--- src/rtl/router_output_arbiter.sv ---
// Round-robin output-port arbiter: moves one flit from a requesting
// input buffer into the shared single-entry output buffer.
module router_output_arbiter #(
    parameter  int N_IN      = 4,
    parameter  int DATA_SIZE = 64,
    parameter  int CNT_W     = 16,
    localparam int IDX_W     = $clog2(N_IN)
) (
    input  logic                      clk,
    input  logic                      reset,
    input  logic [N_IN-1:0]           req,
    input  logic [N_IN*DATA_SIZE-1:0] data_in,
    input  logic                      out_full,
    output logic [N_IN-1:0]           re,
    output logic                      we,
    output logic [DATA_SIZE-1:0]      data_out,
    output logic [IDX_W-1:0]          gnt_id,
    output logic                      busy,
    output logic [CNT_W-1:0]          xfer_count
);

    typedef enum logic {
        S_IDLE,
        S_XFER
    } state_t;

    state_t           r_state;
    state_t           w_next;
    logic [IDX_W-1:0] r_rr_ptr;
    logic [IDX_W-1:0] r_gnt_id;
    logic [CNT_W-1:0] r_cnt;

    logic [IDX_W-1:0] w_win;
    logic             w_found;
    logic             w_req_gnt;
    logic             w_do_xfer;
    logic             w_latch;
    logic [IDX_W-1:0] w_ptr_nxt;

    // Round-robin winner: first requester at or after r_rr_ptr, wrapping.
    always_comb begin
        w_win   = '0;
        w_found = 1'b0;
        for (int k = 0; k < N_IN; k++) begin
            for (int p = 0; p < N_IN; p++) begin
                if (!w_found && r_rr_ptr == IDX_W'(p)
                    && req[(p + k) % N_IN]) begin
                    w_found = 1'b1;
                    w_win   = IDX_W'((p + k) % N_IN);
                end
            end
        end
    end

    // Request bit of the latched grantee; the only req-to-re path.
    always_comb begin
        w_req_gnt = 1'b0;
        for (int i = 0; i < N_IN; i++) begin
            if (r_gnt_id == IDX_W'(i)) begin
                w_req_gnt = req[i];
            end
        end
    end

    // Steer the grantee's flit to the output buffer.
    always_comb begin
        data_out = '0;
        for (int i = 0; i < N_IN; i++) begin
            if (r_gnt_id == IDX_W'(i)) begin
                data_out = data_in[i*DATA_SIZE +: DATA_SIZE];
            end
        end
    end

    // Next state and transfer strobes.
    always_comb begin
        w_next    = r_state;
        w_latch   = 1'b0;
        w_do_xfer = 1'b0;
        unique case (r_state)
            S_IDLE: begin
                if (|req && !out_full) begin
                    w_latch = 1'b1;
                    w_next  = S_XFER;
                end
            end
            S_XFER: begin
                w_next = S_IDLE;
                // Reset in this cycle must suppress the handoff.
                if (w_req_gnt && !out_full && !reset) begin
                    w_do_xfer = 1'b1;
                end
            end
            default: w_next = S_IDLE;
        endcase
    end

    // Pointer moves to the slot just after the served input.
    always_comb begin
        if (r_gnt_id == IDX_W'(N_IN - 1)) begin
            w_ptr_nxt = '0;
        end else begin
            w_ptr_nxt = r_gnt_id + 1'b1;
        end
    end

    // Control state registers.
    always_ff @(posedge clk) begin
        if (reset) begin
            r_state  <= S_IDLE;
            r_rr_ptr <= '0;
            r_gnt_id <= '0;
            r_cnt    <= '0;
        end else begin
            r_state <= w_next;
            if (w_latch) begin
                r_gnt_id <= w_win;
            end
            if (w_do_xfer) begin
                r_rr_ptr <= w_ptr_nxt;
                r_cnt    <= r_cnt + 1'b1;
            end
        end
    end

    // Registered and strobe outputs.
    always_comb begin
        re = '0;
        if (w_do_xfer) begin
            re[r_gnt_id] = 1'b1;
        end
    end

    assign we         = w_do_xfer;
    assign busy       = (r_state == S_XFER);
    assign gnt_id     = r_gnt_id;
    assign xfer_count = r_cnt;

    a_re_onehot : assert property (@(posedge clk) $onehot0(re));
    a_re_we     : assert property (@(posedge clk) (re != '0) == we);

endmodule

--- config.mk ---
export PLATFORM = sky130hd
export DESIGN_NAME = router_output_arbiter
export DESIGN_NICKNAME = d
export VERILOG_FILES = /design/src/rtl/router_output_arbiter.sv
export SDC_FILE = /design/constraint.sdc
export NUM_CORES = 1
export LEC_CHECK = 0
export CORE_AREA = 2 2 136 138
export DETAILED_ROUTE_END_ITERATION = 10
export DIE_AREA = 0 0 138 140
export SLEW_MARGIN = 5
export SYNTH_ARGS = -nofsm -noshare
export SYNTH_HDL_FRONTEND = slang
export SYNTH_SLANG_ARGS = --single-unit
--- constraint.sdc ---
create_clock -name clk -period 6.21 [get_ports clk]
set_input_delay 0.621 -clock clk [delete_from_list [all_inputs] [get_ports clk]]
set_output_delay 0.621 -clock clk [all_outputs]
set_load 0.005 [all_outputs]
==> impl_metrics.toml <==
[global_routing]
grt_pass1_vias = 4623
grt_use_total_pct = 17.58
grt_pass1_wl_um = 27430
antenna_found_initial = 0
grt-ovfl-total = 0
grt_max_degree = 70

[critical_path]
slowest_delay_ns = 0.77
cp_max_fo = 33
worstPathCellList = "inv_1, ha_1, nor2b_4, buf_4, a221oi_1, o31ai_1, clkdlybuf4s50_1"
start_kind = "flop"
crit_arrival_ns = 3.35
required_ns = 5.59
endpoint_kind = "primary output"
critPathKind = "reg2out"
ff2ff_path_depth = 7
crit_slowest_cell = "nor2b_4"

[cts]
cts_made_buffers = 3
ctsHtreeMaxLevel = 1
clk_latency_ns = 0.25
cts_resized = 0
hold_buffers = 0
cts_max_path_buffers = 2
clkTransAtPathRegs_ns = 0.06
root_buffer = "clkbuf_16"
tritoncts = "built"
cts_setup_buffers = 0
clkSinkCount = 21

[layout]
multi_input_area_mm2 = 0.002471
final_common_cell = "clkdlybuf4s50_1"
mostFrequentLayoutCells = "clkdlybuf4s50_1 (350), nand2_1 (71), o31ai_1 (70)"
design_area_mm2 = 0.006832
fin_nets = 1021
regArea_um2 = 420.4
layout-drive-gt1-share_pct = 2.793
final_core_utilization_pct = 38.42
final.fill_count = 1847
antenna_cells = 0
syn_to_final_growth_pct = 121.1

[logic_synthesis]
ys_seq_area_share_pct = 13.60
synth-seq-cells = 21
synth_fp_nets = 711
synth_edf_count = 0
synth_top_cell_area_share_pct = 17.85
synth-async-reset-ratio_pct = 0
postSynthAreaPerCell_um2 = 6.976
yosys_warnings = 0
yosys-top-cells-area = "a221oi_1 (18%), o31ai_1 (17%), dfxtp_1 (14%), nor2b_1 (13%), nand2_1 (8.6%)"
netlist_area_mm2 = 0.003090
synth_top_area_cell = "a221oi_1"
synthFlopType = "dfxtp_1"
synth_cell_type_count = 39
netlist_instances = 443

[sta]
period_share_pct = 63.98
fmax_mhz = 251.7
slew-limit-headroom_pct = 38.78
finalSetupTns_ns = 0
finalSetupViolCount = 0
hold_violations = 0
worstMarginPinSlew_ns = 0.9164
rsz0062_at_grt = "no"
slew_violations = 0
hold_slack_ns = 0.4829
min_period_ns = 3.973
skew_ns = 0.002089

[floorplan]
ioPinCount = 351
die_h_um = 140
start_util_pct = 17.38
coreArea_mm2 = 0.01778
rows = 49
dieArea_mm2 = 0.01932
die_w_um = 138

[outcome]
status = "finished, final reports clean"

[power]
peakVddDrop_mv = 0.07928
total_power_uw = 727.5
p_leak_nw = 2.240
powerDensity_mw_per_mm2 = 106.5

[drt]
drtPass1Iterations = 4
via_count = 4718
wl_per_cell_um = 18.80
via_per_inst = 4.809
ant_nets = 0
drc = 0
wirelength_um = 18440
detail_route.iter0.violations = 210

[worst_hold_path]
hold_class = "reg2reg"
hold_path_depth = 2

[placement]
hpwlAfterDp_um = 14390
port_buffers = 350
placed_cell_area_mm2 = 0.006753
gp_congestion = 0.8540

[flow_run]
maxCapViolCount = 0
==> layout make-up <==
class	instances	share of cell area (%)
repair buffers	356	51.94
multi-input cells	364	36.17
flip-flops and latches	21	6.154
well taps	229	4.194
clock buffers	4	1.154
inverters	7	0.3846
==> worst max-delay path: cells and delay by family, from the launching register on <==
kind / cells / cell delay [ns]
DFF: 1 / 0.38
adders and majority gates: 1 / 0.23
buffers and inverters: 3 / 1.22
AOI/OAI and AO/OA: 2 / 0.49
and+or+nand+nor: 1 / 0.77
==> state kept, by name (all words and copies together) (netlist names) <==
name	flops
busy	1
gnt_id	2
xfer_count	16
r_rr_ptr	2
==> routing by layer <==
layer  vias to the layer above  GRT usage [%]  routed length, um
met5                         -              0                  0
met4                         0          3.491                330
met2                       216          30.61               9082
met3                        18          4.274               1458
met1                      2143          22.17               7567
li1                       2341              -                  -
==> stage by stage <==
stage / setup WS (ns) / instances
4_1_cts: 2.179 / 981
6_report: 2.237 / 981
3_5_place_dp: 2.459 / 977
2_1_floorplan: 3.927 / 443
5_1_grt: 2.040 / 981
3_3_place_gp: 2.448 / 977
==> where the power goes <==
| part | switching, mW | leakage (nW) | internal (mW) | total, mW |
|---|---|---|---|---|
| sequential | 0.00190 | 0.170 | 0.136 | 0.138 |
| combinational | 0.156 | 2.03 | 0.298 | 0.454 |
| clock | 0.0483 | 0.0382 | 0.0874 | 0.136 |
| total | 0.206 | 2.24 | 0.522 | 0.728 |
==> Yosys cell counts, types with 4 or more instances <==
cell / number
and3_1: 6
o41ai_1: 4
clkbuf_1: 44
nand3_1: 9
nor2b_1: 66
a221oi_1: 63
buf_1: 4
nand2_1: 71
ha_1: 5
a21oi_1: 18
nor2_1: 6
or4_1: 8
o21ai_1: 5
o31ai_1: 70
inv_1: 7
dfxtp_1: 21
==> cells by family after synthesis <==
family | synth area share (%)
and+or+nand+nor | 32.39
AOI/OAI and AO/OA | 43.12
buffers and inverters | 7.571
DFF | 13.60
adders and majority gates | 2.024
muxes | 1.296
==> final timing paths <==
| kind | start | slack [ns] | to |
|---|---|---|---|
| setup / recovery | gnt_id[0] | 2.24 | data_out[29] |
| hold / removal | xfer_count[15] | 0.48 | xfer_count[15] |
| setup reg to reg | gnt_id[0] | 3.38 | xfer_count[7] |
| hold reg to reg | xfer_count[15] | 0.48 | xfer_count[15] |
Power figures use the tool's default switching activity.
